===== src/rtl/program_loader.sv =====
// program_loader
//
// Boot-time program loader. It receives a byte stream, writes it into program
// memory one 32-bit word at a time, and holds the processor core in reset
// until the whole program has landed. Word addresses are byte addresses
// (word_index*4), the same addresses the core later fetches from.
//
// Stream format: LEN_LO, LEN_HI (16-bit little-endian word count N), then N
// words of four bytes each, least-significant byte first.
//
// Optional feature macro: PROGRAM_LOADER_CHECKSUM_EN
//   When defined, a running XOR of every stream byte (length bytes included)
//   is compared against one extra checksum byte taken after the last word.
//   A mismatch ends in ERROR with the core still held in reset.
//
// Ports:
//   clk            single clock
//   reset          synchronous, active-high reset
//   Start_i        one-cycle pulse; starts a load from IDLE, DONE or ERROR
//   Byte_Data_i    incoming stream byte
//   Byte_Valid_i   Byte_Data_i is valid
//   Byte_Ready_o   loader accepts a byte this cycle (transfer = valid & ready)
//   Mem_Write_o    program-memory write strobe, one cycle per word
//   Mem_Address_o  byte address of the word being written
//   Mem_Data_o     instruction word being written
//   Cpu_Reset_o    reset to the core; low only in DONE
//   Done_o         high in DONE
//   Error_o        high in ERROR

module program_loader #(
   parameter int PROGRAM_MEMORY_DEPTH = 64
) (
   input  logic        clk,
   input  logic        reset,
   input  logic        Start_i,
   input  logic [7:0]  Byte_Data_i,
   input  logic        Byte_Valid_i,
   output logic        Byte_Ready_o,
   output logic        Mem_Write_o,
   output logic [31:0] Mem_Address_o,
   output logic [31:0] Mem_Data_o,
   output logic        Cpu_Reset_o,
   output logic        Done_o,
   output logic        Error_o
);

   localparam int IDX_W = $clog2(PROGRAM_MEMORY_DEPTH + 1);

   // SETTLE covers the write cycle of the final word when no checksum byte
   // follows it, so the core never leaves reset while memory is being written.
   typedef enum logic [2:0] {
      IDLE,
      LEN_LO,
      LEN_HI,
      DATA,
      SETTLE,
      DONE,
      ERROR
`ifdef PROGRAM_LOADER_CHECKSUM_EN
      , CHECK
`endif
   } state_t;

   state_t state_q, state_d;

   logic [15:0]      length_q;
   logic [IDX_W-1:0] word_index;
   logic [1:0]       byte_count;
   logic [23:0]      shift_q;
`ifdef PROGRAM_LOADER_CHECKSUM_EN
   logic [7:0]       checksum_q;
`endif

   logic        xfer;
   logic        start_load;
   logic [15:0] length_n;
   logic        last_word;

   assign xfer       = Byte_Valid_i && Byte_Ready_o;
   assign start_load = Start_i && (state_q == IDLE || state_q == DONE || state_q == ERROR);
   assign length_n   = {Byte_Data_i, length_q[7:0]};
   assign last_word  = ({{(16-IDX_W){1'b0}}, word_index} + 16'd1) == length_q;

   // State register: reset always wins over any start request.
   always_ff @(posedge clk) begin
      if (reset) begin
         state_q <= IDLE;
      end else begin
         state_q <= state_d;
      end
   end

   // Next-state logic: walks the stream header, then the data words, and
   // finishes in DONE or ERROR. Start is honoured only when no load is active.
   always_comb begin
      state_d = state_q;
      case (state_q)
         IDLE, DONE, ERROR: begin
            if (Start_i) state_d = LEN_LO;
         end
         LEN_LO: begin
            if (xfer) state_d = LEN_HI;
         end
         LEN_HI: begin
            if (xfer) begin
               if (length_n > 16'(PROGRAM_MEMORY_DEPTH)) begin
                  state_d = ERROR;
               end else if (length_n == 16'd0) begin
`ifdef PROGRAM_LOADER_CHECKSUM_EN
                  state_d = CHECK;
`else
                  state_d = DONE;
`endif
               end else begin
                  state_d = DATA;
               end
            end
         end
         DATA: begin
            if (xfer && byte_count == 2'd3 && last_word) begin
`ifdef PROGRAM_LOADER_CHECKSUM_EN
               state_d = CHECK;
`else
               state_d = SETTLE;
`endif
            end
         end
         SETTLE: begin
            state_d = DONE;
         end
`ifdef PROGRAM_LOADER_CHECKSUM_EN
         CHECK: begin
            if (xfer) state_d = (Byte_Data_i == checksum_q) ? DONE : ERROR;
         end
`endif
         default: state_d = IDLE;
      endcase
   end

   // Output decode: byte acceptance and the core reset depend on state only.
   always_comb begin
      Byte_Ready_o = 1'b0;
      case (state_q)
         LEN_LO, LEN_HI, DATA: Byte_Ready_o = 1'b1;
`ifdef PROGRAM_LOADER_CHECKSUM_EN
         CHECK:                Byte_Ready_o = 1'b1;
`endif
         default:              Byte_Ready_o = 1'b0;
      endcase
      Done_o      = (state_q == DONE);
      Error_o     = (state_q == ERROR);
      Cpu_Reset_o = (state_q != DONE);
   end

   // Datapath: captures the length, packs bytes into words and issues the
   // one-cycle write strobe the cycle after each word's fourth byte.
   // Start is only accepted in states that take no bytes, so clearing the
   // counters never collides with a byte transfer.
   always_ff @(posedge clk) begin
      if (reset) begin
         length_q      <= '0;
         word_index    <= '0;
         byte_count    <= '0;
         shift_q       <= '0;
         Mem_Write_o   <= 1'b0;
         Mem_Address_o <= '0;
         Mem_Data_o    <= '0;
`ifdef PROGRAM_LOADER_CHECKSUM_EN
         checksum_q    <= '0;
`endif
      end else begin
         Mem_Write_o <= 1'b0;
         if (start_load) begin
            word_index <= '0;
            byte_count <= '0;
`ifdef PROGRAM_LOADER_CHECKSUM_EN
            checksum_q <= '0;
`endif
         end
`ifdef PROGRAM_LOADER_CHECKSUM_EN
         if (xfer) checksum_q <= checksum_q ^ Byte_Data_i;
`endif
         if (xfer && state_q == LEN_LO) length_q[7:0]  <= Byte_Data_i;
         if (xfer && state_q == LEN_HI) length_q[15:8] <= Byte_Data_i;
         if (xfer && state_q == DATA) begin
            byte_count <= byte_count + 2'd1;
            case (byte_count)
               2'd0: shift_q[7:0]   <= Byte_Data_i;
               2'd1: shift_q[15:8]  <= Byte_Data_i;
               2'd2: shift_q[23:16] <= Byte_Data_i;
               default: begin
                  Mem_Data_o    <= {Byte_Data_i, shift_q};
                  Mem_Address_o <= {{(30-IDX_W){1'b0}}, word_index, 2'b00};
                  Mem_Write_o   <= 1'b1;
                  word_index    <= word_index + 1'b1;
               end
            endcase
         end
      end
   end

endmodule


===== config.mk =====
export PLATFORM = sky130hd
export DESIGN_NAME = program_loader
export DESIGN_NICKNAME = d
export VERILOG_FILES = /design/src/rtl/program_loader.sv
export SDC_FILE = /design/constraint.sdc
export NUM_CORES = 1
export LEC_CHECK = 0
export BUFFER_PORTS_ARGS = -buffer_cell sky130_fd_sc_hd__buf_2
export CORE_MARGIN = 3
export CORE_UTILIZATION = 30
export CTS_CLUSTER_DIAMETER = 40
export CTS_CLUSTER_SIZE = 10
export DETAILED_ROUTE_END_ITERATION = 6
export PLACE_DENSITY_LB_ADDON = 0.12
export SLEW_MARGIN = 10
export SYNTH_ARGS = -nofsm -noshare
export SYNTH_HDL_FRONTEND = slang
export SYNTH_SLANG_ARGS = --single-unit

===== constraint.sdc =====
create_clock -name clk -period 1.7 [get_ports clk]
set_input_delay 0 -clock clk [delete_from_list [all_inputs] [get_ports clk]]
set_output_delay 0 -clock clk [all_outputs]
set_load 0.005 [all_outputs]

== Yosys cells after proc, flatten, opt, wreduce, memory -nomap -nowiden ==
Cells that the tools add are included.
Storage, ports and cells
  register bits after elaboration: 92
  output and inout port bits: 69
Cells by class
  equal/unequal tests: 15
  $add $sub $neg: 3
  multiplexer cells: 14
  reductions and logical operators: 22
  bitwise gates (word level): 2
  $lt $le $gt $ge: 1
Operator list (number)
  $mux W7: 3
  $mux W3: 6
  $eq A8 B16 Y1: 1
  $gt A16 B7 Y1 const B: 1
  $logic_not A16 Y1: 1
  $pmux W3 S5: 1
  $eq A3 B3 Y1 const B: 3
  $reduce_or A3 Y1: 3
  $add A7 B1 Y8 const B: 1
  $ne A2 B2 Y1 const B: 4
  $reduce_and A2 Y1: 4
  $add A7 B1 Y7 const B: 1
  $logic_and A1 B1 Y1: 7
  $eq A3 B2 Y1 const B: 2
  $eq A2 B2 Y1 const B: 2
  $mux W2: 2
  $reduce_and A4 Y1: 1
  $eq A3 B1 Y1 const B: 1
  $logic_not A3 Y1: 1
  $ne A3 B3 Y1 const B: 1
  $add A2 B1 Y2 const B: 1
  $eq A2 B1 Y1 const B: 1
  $logic_not A2 Y1: 1
  $logic_or A1 B1 Y1: 2
  other kinds (4): 6

== Depth between registers and ports, before layout ==
Gate-level depths: netlist of run 1.
  depth after elaboration: 8
  depth in mapped cells: 8

== Least setup slack after synthesis of run 1 ==
Ideal clock, no wire load.
  kind: reg-to-reg
  start point: register word_index[0]
  end point: register state_q[2]
  cell stages (with the launch flop): 8
  period minus slack after synthesis: 1.692 ns
  data arrival time: 1.622 ns
  setup slack: 0.008 ns
  library setup time: 0.071 ns
  cell sequence: dfxtp_1 -> ha_1 -> and3_4 -> nand3_4 -> o31ai_4 -> a21oi_2 -> a2111oi_2 -> o2bb2ai_1
On the way
  word-level cells in the longest chain between the ends: 5
Ends and longest elaborated chain
  start: declaration: line 67  | logic [IDX_W-1:0] word_index;
  start signal: assignment: line 195  | word_index <= word_index + 1'b1;
  $add A7 B1 Y8: line 82  | assign last_word = ({{(16-IDX_W){1'b0}}, word_index} + 16'd1) == length_q;
  $eq A8 B16 Y1: line 82
  $logic_and A1 B1 Y1: line 120  | if (xfer && byte_count == 2'd3 && last_word) begin
  $ne A2 B2 Y1 (no line)
  $reduce_and A4 Y1 (no line)
  end signal: assignment: line 89  | state_q <= state_d;
  end: declaration: line 64  | state_t state_q, state_d;
No other way between the ends.
A chain may end at the register's enable or synchronous reset.

== Final worst setup path of run 1 ==
  start point: register word_index[1]
  end point: register state_q[2]
The elaborated chain is that of the path after synthesis.

==> results of run 1 <==
-- tightest hold or removal path, delay by kind of cell --
kind	cells	cell delay (ns)
AND/OR/NAND/NOR	1	0.08
AO/OA/AOI/OAI	1	0.05
buffers and inverters	1	0.17
-- cells in the final DEF (no fill, tap or decap), drive strengths merged, types with 2 or more instances in the layout --
| master | n |
|---|---|
| a21oi | 88 |
| xnor2 | 8 |
| and3 | 4 |
| nor4 | 6 |
| a311oi | 2 |
| dfxtp | 92 |
| nor3 | 6 |
| nand4 | 2 |
| nand3b | 4 |
| nor2b | 3 |
| nor2 | 13 |
| and2 | 3 |
| ha | 6 |
| conb | 25 |
| xor2 | 3 |
| clkbuf | 12 |
| clkinvlp | 2 |
| buf | 85 |
| nand3 | 34 |
| o31ai | 2 |
| o21ai | 10 |
| nor3b | 2 |
| clkinv | 2 |
| nand2 | 145 |
| inv | 6 |
-- report_power, final --
part | total [mW] | internal, mW | switching (mW) | leakage [nW]
sequential | 2.29 | 2.23 | 0.0551 | 0.745
combinational | 0.904 | 0.368 | 0.536 | 0.968
clock | 1.95 | 1.12 | 0.833 | 0.141
-- repair_timing --
action                                  in CTS  in global routing
hold endpoints to repair                     1                  0
buffers inserted                             0                  1
pin swaps                                    0                  8
endpoints found under the setup margin       2                 65
hold buffers                                 1                  0
resized for setup                            2                 18
-- through the flow --
step / setup TNS [ns] / setup WS, ns / instance area, um^2 / cells / power, mW
final: 0 / 0.116 / 4920 / 753 / 5.14
after global routing: -0.0230 / -0.0136 / 4920 / 753 / 5.40
after CTS: 0 / 0.0143 / 4850 / 752 / 5.17
after detailed placement: 0 / 0.00646 / 4530 / 735 / 3.20
after global placement: 0 / 0.0300 / 4530 / 735 / 3.19
after floorplan: 0 / 0.00772 / 4130 / 537 / 2.92
-- sequential cells by signal, summed over array words and instances (netlist names) --
name,count
byte_count,2
Mem_Write_o,1
Mem_Data_o,32
shift_q,24
state_q,3
length_q,16
word_index,7
Mem_Address_o,7
-- kinds of logic (layout without fill, tap and decap cells) --
group / count (synthesis) / in the layout / synth area share
AO/OA/AOI/OAI: 110 / 110 / 0.152
other: 1 / 25 / 0.000928
multiplexers: 2 / 2 / 0.00526
adder cells (fa/ha/maj): 6 / 6 / 0.0186
AND/OR/NAND/NOR: 227 / 227 / 0.256
flip-flops: 92 / 92 / 0.456
buffers and inverters: 64 / 108 / 0.0882
XOR/XNOR: 11 / 11 / 0.0238
-- per-layer routing --
layer  track usage  vias up  part of all wire
met5             0        -                 0
met4        0.0336        0             0.012
met3        0.0325       10             0.057
met2         0.238       80              0.47
met1         0.194     1601              0.46
li1              -     1798                 -
-- area by class of cell --
type                    count  share of cell area
well taps                 172              0.0437
multi-input cells         381               0.404
clock buffers              12              0.0542
flip-flops and latches     92               0.376
inverters                   6             0.00458
clock inverters             4             0.00661
repair buffers             86               0.110
-- path summary, 6_finish.rpt --
| path | start | end | depth (start not counted) |
|---|---|---|---|
| worst max-delay path | word_index[1] | state_q[2] | 7 |
| worst min-delay path | Byte_Data_i[5] | length_q[5] | 3 |
| worst max register to register | word_index[1] | state_q[2] | 7 |
| worst min register to register | Mem_Data_o[8] | Mem_Data_o[8] | 2 |
==> out/results.ini, run 1 <==
[die]
dieArea_mm2=0.0149
initial_core_util=0.314
die_h_um=122
ios=81
core_mm2=0.0129
fp.dieW_um=122
fp-row-count=41

[synthesis]
async_flop_share=0
synthDominantCellAreaShare=0.456
ys_warn_count=0
synth_area_leaders=dfxtp_1 (46%), nand2_1 (13%), a21oi_1 (11%), buf_4 (5.0%), nand3_1 (4.1%)
yosysUniqueCellTypes=53
synth_top_cell_by_area=dfxtp_1
synth_area_per_cell_um2=7.88
synth.yosys.seq_area_share=0.456
synth_edf_count=0
ys_ff_latch=92
synth_most_common_cell=nand2_1
synth_ff_type=dfxtp_1
synth_cells=513
synth.cells.most_frequent=nand2_1 (144), dfxtp_1 (92), a21oi_1 (87)
syn_area_mm2=0.00404

[clock_network]
clock_sinks=92
clk_pin_slew_ns=0.06
cts_tree=yes
cts-htree-levels=3
clockBufferDepth=2
clk-insertion-delay-late_ns=0.34
cts_root_buf=clkbuf_16
cts_made_buffers=9

[critical_path]
path_buf_inv=0
slowest_stage=dfxtp_2
end_kind=flip-flop
path_delay_family=compound AO/OA/AOI/OAI gates
start_kind=flip-flop
crit_chain=ha_4, and3_4, nand3_4, o31ai_4, a21oi_2, a2111oi_2, o2bb2ai_1
crit_arrival_ns=1.85
max_stage_delay_ns=0.35
ff2ff_setup_slack_ns=0.12
cp.required_ns=1.96
path_class=reg -> reg
crit_fanout=5

[placed_design]
place_congestion=0.800
dp_hpwl_mm=7.45
portBuffers=55

[global_route]
first_global_vias=3298
grt.total_usage=0.145
grt_pass1_wl_mm=16.9
grt_max_degree=82
grt_antenna_before_repair=0
globalRouteOverflowTotal=0

[detailed_routing]
drt-total-wl_mm=10.5
drt_iter0_drc=170
vias=3489
viasPerCell=4.63
routedWlPerCell_um=14.0
drt.antenna.violating_nets=0
drt_pass1_iterations=4
drc=0

[finish]
drive_gt1_frac=0.222
fillers=1413
multi_input_area_mm2=0.00199
seqCellArea_mm2=0.00185
nets=594
area_growth_pct=21.7
utilization=0.382
diodes=0

[sta]
final_max_slew_viol_count=0
finalHoldViolations=0
fin_skew_ns=0.00691
period_share=0.932
fmax_ghz=0.631
worstMarginPinSlew_ns=0.501
max-slew-margin-rel=0.663
hold_ws_ns=0.0168
setup_viol_count_final=0
rsz0062_at_grt=true
fin_crit_ns=1.58

[power]
peakVddDrop_mv=0.576
p_leak_nw=1.85
powerDensity_mw_per_mm2=1040

[run_status]
status=finished clean

[flow_run]
cap_violations=0

[min_path]
hold_class=in -> reg

Power figures use the tool's default switching activity.
==> inputs of run 2 (changes only) <==
Settings changed: ABC_AREA from default to 1.
==> run 2 against run 1 <==
The run now ends with negative setup slack left. Sequential share of layout area is 0.85 points higher. Combinational power is 3.5% higher. Worst hold slack better by 0.026 ns. Clock-buffer cell count unchanged. Final area down 2.5%. Sequential cell count unchanged. Routed wire length down 6.2%. Register-to-register slack worse by 0.13 ns. Critical path type unchanged. Critical endpoint is now state_q[0].
==> out/results.ini, run 2 <==
[clock_network]
cts-htree-levels=3
clk-insertion-delay-late_ns=0.33
clk_pin_slew_ns=0.06
clockBufferDepth=2
cts_made_buffers=9
cts_tree=yes
clock_sinks=92
cts_root_buf=clkbuf_16

[synthesis]
synth_top_cell_by_area=dfxtp_1
yosysUniqueCellTypes=30
synth_ff_type=dfxtp_1
synth.cells.most_frequent=dfxtp_1 (92), nand2_1 (78), inv_1 (46)
ys_ff_latch=92
ys_warn_count=0
synth_edf_count=0
synthDominantCellAreaShare=0.479
async_flop_share=0
synth_cells=477
synth.yosys.seq_area_share=0.479
synth_area_leaders=dfxtp_1 (48%), nand2_1 (7.6%), buf_4 (5.9%), o21ai_0 (5.9%), a21oi_1 (5.6%)
synth_area_per_cell_um2=8.06
synth_most_common_cell=dfxtp_1
syn_area_mm2=0.00385

[sta]
period_share=1.01
finalHoldViolations=0
fin_ws_ns=-0.0110
max-slew-margin-rel=0.649
fin_skew_ns=0.00734
final_max_slew_viol_count=0
rsz0062_at_grt=true
fmax_ghz=0.584
setup_viol_count_final=1
setup_tns_ns=-0.0110
worstMarginPinSlew_ns=0.525
fin_crit_ns=1.71

[flow_run]
cap_violations=0

[detailed_routing]
drt_iter0_drc=183
routedWlPerCell_um=13.5
drc=0
viasPerCell=4.44
vias=3253
drt_pass1_iterations=4
drt-total-wl_mm=9.87
drt.antenna.violating_nets=0

[finish]
diodes=0
largestRegisters=Mem_Data_o (32), shift_q (24), length_q (16)
largest_reg_flops=32
seqCellArea_mm2=0.00185
top_register=Mem_Data_o
multi_input_area_mm2=0.00164
fillers=1315
final_cell_mix=dfxtp_1 (90), nand2_1 (76), buf_2 (55)
nets=578
area_growth_pct=24.8
final_common_cell=dfxtp_1
drive_gt1_frac=0.234
post_layout_nonfiller_instances=733

[critical_path]
crit_top_cell=nand2_1
crit_chain=buf_6, clkinvlp_4, nand2_1, nand2_1, nor2_2, nand3_2, nor2_2, nand2_1, nor2_1, nand2_1, nand2_2, nand2_1, o21ai_1, inv_1
path_delay_family=simple AND/OR/NAND/NOR gates
ff2ff_setup_slack_ns=-0.01
crit_arrival_ns=1.94
start_kind=flip-flop
cp.required_ns=1.93
slowest_stage=dfxtp_4
path_class=reg -> reg
path_buf_inv=3
max_stage_delay_ns=0.36
crit_fanout=5
end_kind=flip-flop

[die]
die_h_um=119
initial_core_util=0.314
core_mm2=0.0123
fp.dieW_um=119
ios=81
fp-row-count=40
dieArea_mm2=0.0142

[power]
powerDensity_mw_per_mm2=1130
p_leak_nw=2.12
peakVddDrop_mv=0.469

[placed_design]
portBuffers=55
place_congestion=0.842
dp_hpwl_mm=6.72
place_inst=703

[global_route]
grt.total_usage=0.141
globalRouteOverflowTotal=0
grt_max_degree=29
grt_antenna_before_repair=0
first_global_vias=3090
grt_pass1_wl_mm=15.9

[run_status]
violations=negative setup slack
status=finished, violations left

[min_path]
hold_class=in -> reg

-- run 2: kinds of logic after synthesis --
family	after synthesis	synth area share
AND/OR/NAND/NOR	148	0.170
flip-flops	92	0.479
buffers and inverters	97	0.133
AO/OA/AOI/OAI	133	0.197
other	1	0.000975
adder cells (fa/ha/maj)	6	0.0195
-- run 2: layout make-up --
cell class	instances	share of cell area
inverters	53	0.0422
clock inverters	4	0.0151
multi-input cells	314	0.341
repair buffers	90	0.122
well taps	168	0.0438
flip-flops and latches	92	0.385
clock buffers	12	0.0514
-- run 2: power by group --
| group | switching, mW | internal (mW) |
|---|---|---|
| registers | 0.0964 | 2.28 |
| logic | 0.574 | 0.362 |
| clock network | 0.787 | 1.33 |
| total | 1.46 | 3.97 |
-- run 2: path summary, 6_finish.rpt --
check | from | end | cells after the start
worst min register to register | shift_q[18] | shift_q[18] | 2
worst max register to register | word_index[0] | state_q[0] | 14
worst max-delay path | word_index[0] | state_q[0] | 14
worst min-delay path | Byte_Valid_i | state_q[2] | 4
-- run 2: worst register-to-register path, delay by kind of cell, from the launching register on --
kind,cells,cell delay (ns)
buffers and inverters,3,0.29
DFF,1,0.36
and+or+nand+nor,10,0.85
AOI/OAI and AO/OA,1,0.11
-- run 2: routing by layer --
metal	GRT usage	routed length (um)
met1	0.192	4930
met2	0.217	4420
met3	0.0394	426
met4	0.0434	98
met5	0	0
-- run 2: timing repair --
item                                   4_1_cts  5_1_grt
setup endpoints to repair                   47        9
cloned                                       1        1
hold buffers                                 7        0
pin swaps                                   10       11
buffers inserted                             2        3
resized for setup                            8        7
endpoints found under the hold margin        7        0
-- run 2: per-stage QoR --
stage	total power [mW]	setup WS [ns]	hold slack [ns]	utilization	instance area, um^2
4_1_cts	5.49	-0.0686	0.0146	0.387	4740
5_1_grt	5.77	-0.188	0.0587	0.391	4800
3_3_place_gp	3.32	-0.151	0.286	0.351	4310
3_5_place_dp	3.33	-0.229	0.291	0.351	4310
6_report	5.43	-0.0110	0.0423	0.391	4800
2_1_floorplan	3.09	0.171	0.139	-	3940
